<file path="src/rtl/alu_arbiter_if.sv">
// Requester-side request/response bundle for alu_arbiter.
// The slave modport is the arbiter; the master modport is the pair of requesters.
interface alu_arbiter_if #(
  parameter int unsigned DW   = 16,
  parameter int unsigned CMDW = 3
);
  logic [1:0]        req_valid;
  logic [1:0]        req_ready;
  logic [2*DW-1:0]   req_op1;
  logic [2*DW-1:0]   req_op2;
  logic [2*CMDW-1:0] req_cmd;
  logic [1:0]        rsp_valid;
  logic [1:0]        rsp_ready;
  logic [DW-1:0]     rsp_res;
  logic              rsp_ovf;
  logic              rsp_eq;

  modport slave (
    input  req_valid, req_op1, req_op2, req_cmd, rsp_ready,
    output req_ready, rsp_valid, rsp_res, rsp_ovf, rsp_eq
  );

  modport master (
    output req_valid, req_op1, req_op2, req_cmd, rsp_ready,
    input  req_ready, rsp_valid, rsp_res, rsp_ovf, rsp_eq
  );
endinterface

</file>
<file path="src/rtl/alu_arbiter.sv">
// Two-requester front end for a shared combinational ALU: ISSUE stage drives the ALU inputs,
// RESP stage captures its outputs. Define ALU_ARB_RR_EN for round-robin, else req0 has priority.
module alu_arbiter #(
  parameter int unsigned DW   = 16,
  parameter int unsigned CMDW = 3
) (
  input  logic            clk,
  input  logic            rst_n,
  alu_arbiter_if.slave    bus_io,
  output logic [DW-1:0]   alu_op1_o,
  output logic [DW-1:0]   alu_op2_o,
  output logic [CMDW-1:0] alu_cmd_o,
  input  logic [DW-1:0]   alu_res_i,
  input  logic            alu_ovf_i,
  input  logic            alu_eq_i
);

  logic [1:0]      gnt;
  logic            adv;
  logic            issue_can_load;
  logic [1:0]      req_ready;

  logic            iss_vld_q, iss_vld_d;
  logic            iss_id_q, iss_id_d;
  logic [DW-1:0]   op1_q, op1_d;
  logic [DW-1:0]   op2_q, op2_d;
  logic [CMDW-1:0] cmd_q, cmd_d;

  logic            rsp_vld_q, rsp_vld_d;
  logic            rsp_id_q, rsp_id_d;
  logic [DW-1:0]   res_q, res_d;
  logic            ovf_q, ovf_d;
  logic            eq_q, eq_d;

  // Grant looks only at req_valid so req_ready never feeds back into itself.
`ifdef ALU_ARB_RR_EN
  logic rr_q, rr_d;

  always_comb begin
    gnt = 2'b00;
    if (rr_q) begin
      if (bus_io.req_valid[1])      gnt = 2'b10;
      else if (bus_io.req_valid[0]) gnt = 2'b01;
    end else begin
      if (bus_io.req_valid[0])      gnt = 2'b01;
      else if (bus_io.req_valid[1]) gnt = 2'b10;
    end
  end

  always_comb begin
    rr_d = rr_q;
    if (|req_ready) rr_d = req_ready[0];
  end

  always_ff @(posedge clk or negedge rst_n) begin
    if (!rst_n) rr_q <= 1'b0;
    else        rr_q <= rr_d;
  end
`else
  assign gnt = bus_io.req_valid[0] ? 2'b01 : {bus_io.req_valid[1], 1'b0};
`endif

  assign adv            = !rsp_vld_q || bus_io.rsp_ready[rsp_id_q];
  assign issue_can_load = !iss_vld_q || adv;
  assign req_ready      = gnt & {2{issue_can_load}};

  always_comb begin
    iss_vld_d = iss_vld_q;
    iss_id_d  = iss_id_q;
    op1_d     = op1_q;
    op2_d     = op2_q;
    cmd_d     = cmd_q;
    rsp_vld_d = rsp_vld_q;
    rsp_id_d  = rsp_id_q;
    res_d     = res_q;
    ovf_d     = ovf_q;
    eq_d      = eq_q;

    if (adv) begin
      rsp_vld_d = iss_vld_q;
      if (iss_vld_q) begin
        rsp_id_d = iss_id_q;
        res_d    = alu_res_i;
        ovf_d    = alu_ovf_i;
        eq_d     = alu_eq_i;
      end
    end

    // Operands are left in place when idle; the ALU result is simply not captured.
    if (issue_can_load) begin
      iss_vld_d = |gnt;
      if (|gnt) begin
        iss_id_d = gnt[1];
        if (gnt[1]) begin
          op1_d = bus_io.req_op1[2*DW-1:DW];
          op2_d = bus_io.req_op2[2*DW-1:DW];
          cmd_d = bus_io.req_cmd[2*CMDW-1:CMDW];
        end else begin
          op1_d = bus_io.req_op1[DW-1:0];
          op2_d = bus_io.req_op2[DW-1:0];
          cmd_d = bus_io.req_cmd[CMDW-1:0];
        end
      end
    end
  end

  always_ff @(posedge clk or negedge rst_n) begin
    if (!rst_n) begin
      iss_vld_q <= 1'b0;
      iss_id_q  <= 1'b0;
      op1_q     <= '0;
      op2_q     <= '0;
      cmd_q     <= '0;
      rsp_vld_q <= 1'b0;
      rsp_id_q  <= 1'b0;
      res_q     <= '0;
      ovf_q     <= 1'b0;
      eq_q      <= 1'b0;
    end else begin
      iss_vld_q <= iss_vld_d;
      iss_id_q  <= iss_id_d;
      op1_q     <= op1_d;
      op2_q     <= op2_d;
      cmd_q     <= cmd_d;
      rsp_vld_q <= rsp_vld_d;
      rsp_id_q  <= rsp_id_d;
      res_q     <= res_d;
      ovf_q     <= ovf_d;
      eq_q      <= eq_d;
    end
  end

  assign bus_io.req_ready = req_ready;
  assign bus_io.rsp_valid = {rsp_vld_q & rsp_id_q, rsp_vld_q & ~rsp_id_q};
  assign bus_io.rsp_res   = res_q;
  assign bus_io.rsp_ovf   = ovf_q;
  assign bus_io.rsp_eq    = eq_q;

  assign alu_op1_o = op1_q;
  assign alu_op2_o = op2_q;
  assign alu_cmd_o = cmd_q;

endmodule

</file>
<file path="src/flat_wrapper.sv">
// flat-port wrapper written by rule: the top's interface ports become plain ports
module alu_arbiter_flat 
#(
  parameter int unsigned DW   = 16,
  parameter int unsigned CMDW = 3
)
  (clk, rst_n, alu_op1_o, alu_op2_o, alu_cmd_o, alu_res_i, alu_ovf_i, alu_eq_i, bus_io_req_valid, bus_io_req_op1, bus_io_req_op2, bus_io_req_cmd, bus_io_rsp_ready, bus_io_req_ready, bus_io_rsp_valid, bus_io_rsp_res, bus_io_rsp_ovf, bus_io_rsp_eq);
  alu_arbiter_if #(.DW(DW), .CMDW(CMDW)) bus_io_i ();
  input  logic clk;
  input  logic rst_n;
  output logic [DW-1:0] alu_op1_o;
  output logic [DW-1:0] alu_op2_o;
  output logic [CMDW-1:0] alu_cmd_o;
  input  logic [DW-1:0] alu_res_i;
  input  logic alu_ovf_i;
  input  logic alu_eq_i;
  input wire logic [$bits(bus_io_i.req_valid)-1:0] bus_io_req_valid;
  input wire logic [$bits(bus_io_i.req_op1)-1:0] bus_io_req_op1;
  input wire logic [$bits(bus_io_i.req_op2)-1:0] bus_io_req_op2;
  input wire logic [$bits(bus_io_i.req_cmd)-1:0] bus_io_req_cmd;
  input wire logic [$bits(bus_io_i.rsp_ready)-1:0] bus_io_rsp_ready;
  output wire logic [$bits(bus_io_i.req_ready)-1:0] bus_io_req_ready;
  output wire logic [$bits(bus_io_i.rsp_valid)-1:0] bus_io_rsp_valid;
  output wire logic [$bits(bus_io_i.rsp_res)-1:0] bus_io_rsp_res;
  output wire logic [$bits(bus_io_i.rsp_ovf)-1:0] bus_io_rsp_ovf;
  output wire logic [$bits(bus_io_i.rsp_eq)-1:0] bus_io_rsp_eq;
  assign bus_io_i.req_valid = bus_io_req_valid;
  assign bus_io_i.req_op1 = bus_io_req_op1;
  assign bus_io_i.req_op2 = bus_io_req_op2;
  assign bus_io_i.req_cmd = bus_io_req_cmd;
  assign bus_io_i.rsp_ready = bus_io_rsp_ready;
  assign bus_io_req_ready = bus_io_i.req_ready;
  assign bus_io_rsp_valid = bus_io_i.rsp_valid;
  assign bus_io_rsp_res = bus_io_i.rsp_res;
  assign bus_io_rsp_ovf = bus_io_i.rsp_ovf;
  assign bus_io_rsp_eq = bus_io_i.rsp_eq;
  alu_arbiter #(.DW(DW), .CMDW(CMDW)) u_core (.clk(clk), .rst_n(rst_n), .bus_io(bus_io_i), .alu_op1_o(alu_op1_o), .alu_op2_o(alu_op2_o), .alu_cmd_o(alu_cmd_o), .alu_res_i(alu_res_i), .alu_ovf_i(alu_ovf_i), .alu_eq_i(alu_eq_i));
endmodule
</file>
<file path="config.mk">
export PLATFORM = sky130hd
export DESIGN_NAME = alu_arbiter_flat
export DESIGN_NICKNAME = d
export VERILOG_FILES = /design/src/rtl/alu_arbiter_if.sv /design/src/rtl/alu_arbiter.sv /design/src/flat_wrapper.sv
export SDC_FILE = /design/constraint.sdc
export NUM_CORES = 1
export LEC_CHECK = 0
export ABC_AREA = 0
export CELL_PAD_IN_SITES_DETAIL_PLACEMENT = 2
export CELL_PAD_IN_SITES_GLOBAL_PLACEMENT = 2
export CORE_UTILIZATION = 21
export DETAILED_ROUTE_END_ITERATION = 7
export GPL_TIMING_DRIVEN = 0
export PLACE_DENSITY_LB_ADDON = 0.1
export RECOVER_POWER = 50
export SLEW_MARGIN = 20
export SYNTH_ARGS = -nofsm -noshare
export SYNTH_HDL_FRONTEND = slang
export SYNTH_SLANG_ARGS = --single-unit
</file>
<file path="constraint.sdc">
create_clock -name clk -period 1.4 [get_ports clk]
set_input_delay 0.28 -clock clk [delete_from_list [all_inputs] [get_ports clk]]
set_output_delay 0.28 -clock clk [all_outputs]
set_load 0.01 [all_outputs]
</file>
==> Word level (Yosys, flattened, before mapping) <==
Index checks and enable logic that the tools add are counted.
W data, S select, Z words.
{ "totals": {"register_bits": 57, "elab_cells": 28} }
{ "op_classes": {"n_reduce_logical": 7, "n_lt_le_gt_ge": 1, "n_bitwise": 4, "muxes": 6} }
{ "ops": {"columns": ["operator", "count"], "rows": [
  ["$mux W16", 2],
  ["$reduce_and A2 Y1", 2],
  ["$mux W3", 1],
  ["$and A1 B1 Y1", 2],
  ["$and A2 B2 Y2", 1],
  ["$logic_not A1 Y1", 2],
  ["$logic_or A1 B1 Y1", 2],
  ["$lt A1 B2 Y1 const B", 1],
  ["$mux W1", 2],
  ["$mux W2", 1],
  ["$reduce_or A2 Y1", 1],
  ["$not A1 Y1", 1]
]} }

==> Longest topological paths before layout <==
Gate-level depths: netlist of the first run.
{ "logic_depth": {"ltp_word": 5, "depth_mapped": 5, "depth_no_buf": 3} }

==> Least setup slack after synthesis of the first run <==
No wires, ideal clock.
{ "synth_path": {"path_type": "reg-to-output", "from": "register u_core.rsp_id_q", "to": "output port bus_io_req_ready[1]", "t_required_ps": 1120, "slack_ps": -54, "stages_incl_launch_ff": 5, "arrival_ps": 1174, "cell_sequence": "dfrtp_1 -> mux2i_2 -> buf_2 -> and2_1 -> nor3b_1"} }
{ "synth_via": {"elab_chain_len": 5} }
{ "synth_lines": {"columns": ["element", "line_no", "rtl"], "rows": [
  ["start: declaration", "alu_arbiter.sv:30", "logic rsp_id_q, rsp_id_d;"],
  ["start signal: assignment", "alu_arbiter.sv:126", "rsp_id_q <= rsp_id_d;"],
  ["$mux W1 (implied by the code) (2 in series)", "alu_arbiter.sv:63", "assign adv = !rsp_vld_q || bus_io.rsp_ready[rsp_id_q];"],
  ["$logic_or A1 B1 Y1", "alu_arbiter.sv:63", null],
  ["$logic_or A1 B1 Y1", "alu_arbiter.sv:64", "assign issue_can_load = !iss_vld_q || adv;"],
  ["$and A2 B2 Y2", "alu_arbiter.sv:65", "assign req_ready = gnt & {2{issue_can_load}};"],
  ["end: declaration", "flat_wrapper.sv:22", "output wire logic [$bits(bus_io_i.req_ready)-1:0] bus_io_req_ready;"]
]} }
No other way between the ends. The select of a mux whose other input is x is not followed.

==> Worst setup path after layout of the first run <==
Ends and elaborated chain as after synthesis.

==> flow_metrics.tcl, run 1 <==
set metrics [dict create \
    synthTopCellsByCount "nand2_1 (70), nand3_1 (70), dfrtp_1 (57)" \
    clk_latency_ns 0.33 \
    total_power_mw 9.46 \
    run_status "complete, but fails checks" \
    max_clock_freq_mhz 550 \
    setup_viol 59 \
    chipHeight_um 124 \
    power_density_nw_per_um2 1710 \
    rr_worst_depth 6 \
    ys_top_cells_by_area "dfrtp_1 (46%), nand3_1 (11%), a22o_1 (9.8%)" \
    async_flop_share_pct 100 \
    path_class "reg -> out" \
    grt_setup_unrepaired "yes" \
    drc_errors 0 \
    ys.warnings.count 0 \
    tightest_slew_ns 0.591 \
    antenna_left 0 \
    crit_buf_inv 2 \
    final_nets 604 \
    die-area_um2 15300 \
    grt_use_met2_pct 29.7 \
    cts_tree "yes" \
    grt_pass1_vias 3444 \
    critPathMaxStageDelay_ns 0.42 \
    critical_path_depth 5 \
    fp.coreArea_um2 14500 \
    drv_slew 0 \
    drv_cap 0 \
    yosysSeqAreaShare_pct 45.8 \
    peakVddDrop_mv 0.640 \
    cts-htree-levels 3 \
    die_width_um 124 \
    area_growth_syn_to_layout_pct 77.6 \
    post-dp-hpwl_mm 8.96 \
    path_cells "mux2i_4 -> buf_6 -> and2_4 -> nor3b_2 -> buf_2" \
    wl_per_cell_um 18.5 \
    violations "setup timing" \
    cp_slowest_cell "dfrtp_1" \
    grt.overflow.total 0 \
    vias 3201 \
    p_leak_nw 2.50 \
    cts_sinks 57 \
    syn_area_um2 3120 \
    drt_wl_total_mm 12.9 \
    dp_slack_ns -0.880 \
    synthFlopType "dfrtp_1" \
    path_max_fanout 3 \
    busiest_layer "met2" \
    yosysUniqueCellTypes 21 \
    cts_buffer_depth 2 \
    syn_avg_cell_area_um2 9.38 \
    relSlewSlack_pct 60.6 \
    antenna_found_initial 0 \
    end_kind "output pin" \
    grt_pass1_wl_mm 18.9 \
    io_pins 151 \
    synth_area_leader_cell "dfrtp_1" \
    root_buffer "clkbuf_16" \
    cp_data_arrival_time_ns 1.54 \
    portBuffers 148 \
    fin_skew_ns 0.00580 \
    hp-class "in -> async" \
    synth.top_cell.area_share_pct 45.8 \
    drt-pass1-iter-count 4 \
    drive_gt1_share_pct 16.5 \
    gp_congestion 0.692 \
    hold_viol 0 \
    grt_max_degree 44 \
    fin_hold_ws_ns 0.413 \
    cpLargestDelayFamily "flip-flops" \
    viasPerCell 4.59 \
    use_met3_pct 3.43 \
    clk_pin_slew_ns 0.05 \
    grt.total_usage_pct 16.9 \
    fin_crit_sh_pct 130 \
    cts_buffers 9 \
    use_met1_pct 20.3 \
    rows 44 \
    ys_seq_elements 57 \
    fin_ws_ns -0.418 \
    syn_nets 426 \
    diodes 0 \
    start_util_pct 21.5 \
    drt_iter0_drc 93 \
    synth_edf_count 0 \
    worst_setup_path_start_kind "flip-flop" \
    syn-instance-count 332 \
    cp.required_ns 1.12 \
    finalCriticalPeriod_ns 1.82 \
]
[cells by family (layout without fill, tap and decap cells)]
kind of cell | count (synthesis) | after routing | share of synthesized area (%)
flops | 57 | 57 | 45.8
compound gates | 40 | 40 | 11.2
mux | 20 | 20 | 8.51
buf+inv | 33 | 215 | 4.90
simple gates | 182 | 182 | 29.6
[metrics by stage]
stage / instance area, um^2 / util [%] / setup TNS, ns / std cells
2_1_floorplan: 3120 / - / -0.0604 / 332
3_3_place_gp: 4840 / 33.4 / -140.32 / 664
3_5_place_dp: 4860 / 33.6 / -26.10 / 665
4_1_cts: 5340 / 36.9 / -8.56 / 691
5_1_grt: 5530 / 38.2 / -15.44 / 698
6_report: 5530 / 38.2 / -10.85 / 698
[worst reg2reg max path: cells and delay by family, from the launching register on]
kind | cells | cell delay [ns]
DFF | 1 | 0.42
AOI/OAI and AO/OA | 1 | 0.17
buffers and inverters | 3 | 0.53
muxes | 2 | 0.54
[registers in the layout (all words and copies together), names as in the netlist]
name,cells
u_core.iss_vld_q,1
u_core.alu_cmd_o,3
u_core.alu_op1_o,16
u_core.rsp_vld_q,1
u_core.iss_id_q,1
u_core.alu_op2_o,16
u_core.bus_io.rsp_res,16
u_core.bus_io.rsp_ovf,1
u_core.bus_io.rsp_eq,1
u_core.rsp_id_q,1
[area by class of cell]
cell class                      instances  area, um^2
Fill cell                            1585        8940
Clock buffer                           10         239
Clock inverter                          5        80.1
Multi-Input combinational cell        242        1590
Tap cell                              184         230
Sequential cell                        57        1430
Buffer                                 31         205
Timing Repair Buffer                  169        1760
[routing by layer]
layer	part of all wire (%)	vias to the layer above
li1	-	1539
met1	43	1561
met2	51	90
met3	4.7	11
met4	1.3	0
met5	0	-
[power breakdown]
part / total [mW] / internal, mW / leakage, nW / switching, mW
Combinational: 4.27 / 2.42 / 1.67 / 1.86
Sequential: 2.77 / 2.31 / 0.679 / 0.466
Clock: 2.41 / 1.59 / 0.151 / 0.819
Total: 9.46 / 6.32 / 2.50 / 3.14
[placed cells by master, fill, tap and decap left out, types with 2 or more instances in the layout]
cell and n:
nand3b_1 35, buf_12 4, and2_4 2, buf_2 6, buf_6 9, clkinvlp_4 2, nand2_1 70, buf_16 2
clkbuf_1 16, dlygate4sd2_1 53, nand3_2 2, buf_4 5, dfrtp_1 57, buf_8 5, mux2_2 7, a22o_1 35
clkbuf_2 4, clkbuf_16 13, nand3_1 68, clkdlybuf4s50_1 90, bufinv_16 2, mux2_4 12
[timing repair]
item | in CTS | in global routing
setup endpoints to repair | 107 | 60
gates resized for setup | 100 | 25
hold buffers | 1 | 0
setup buffers | 8 | 6
hold endpoints to repair | 14 | 0
pin swaps | 5 | 20
gates cloned | 3 | 4
[worst paths after layout]
check                                          from                        end  slack [ns]
worst min-delay path                          rst_n  u_core.bus_io.rsp_res[12]        0.41
min in group clk                bus_io_req_valid[1]        u_core.alu_op2_o[5]        0.48
max in group asynchronous                     rst_n        u_core.alu_op1_o[6]        0.22
worst max register to register      u_core.rsp_id_q      u_core.bus_io.rsp_ovf       -0.36
worst min register to register     u_core.iss_vld_q           u_core.rsp_vld_q        0.50
worst max-delay path                u_core.rsp_id_q        bus_io_req_ready[1]       -0.42
No activity file was read; power rests on OpenSTA's default activity.
==> run 2, diff against run 1 <==
--- a/config.mk
+++ b/config.mk
@@ -6,6 +6,7 @@
 export NUM_CORES = 1
 export LEC_CHECK = 0
 export ABC_AREA = 0
+export CAP_MARGIN = 25
 export CELL_PAD_IN_SITES_DETAIL_PLACEMENT = 2
 export CELL_PAD_IN_SITES_GLOBAL_PLACEMENT = 2
 export CORE_UTILIZATION = 21
==> results of run 2 <==
The final DEF is identical to that of run 1; final timing and power are the same.
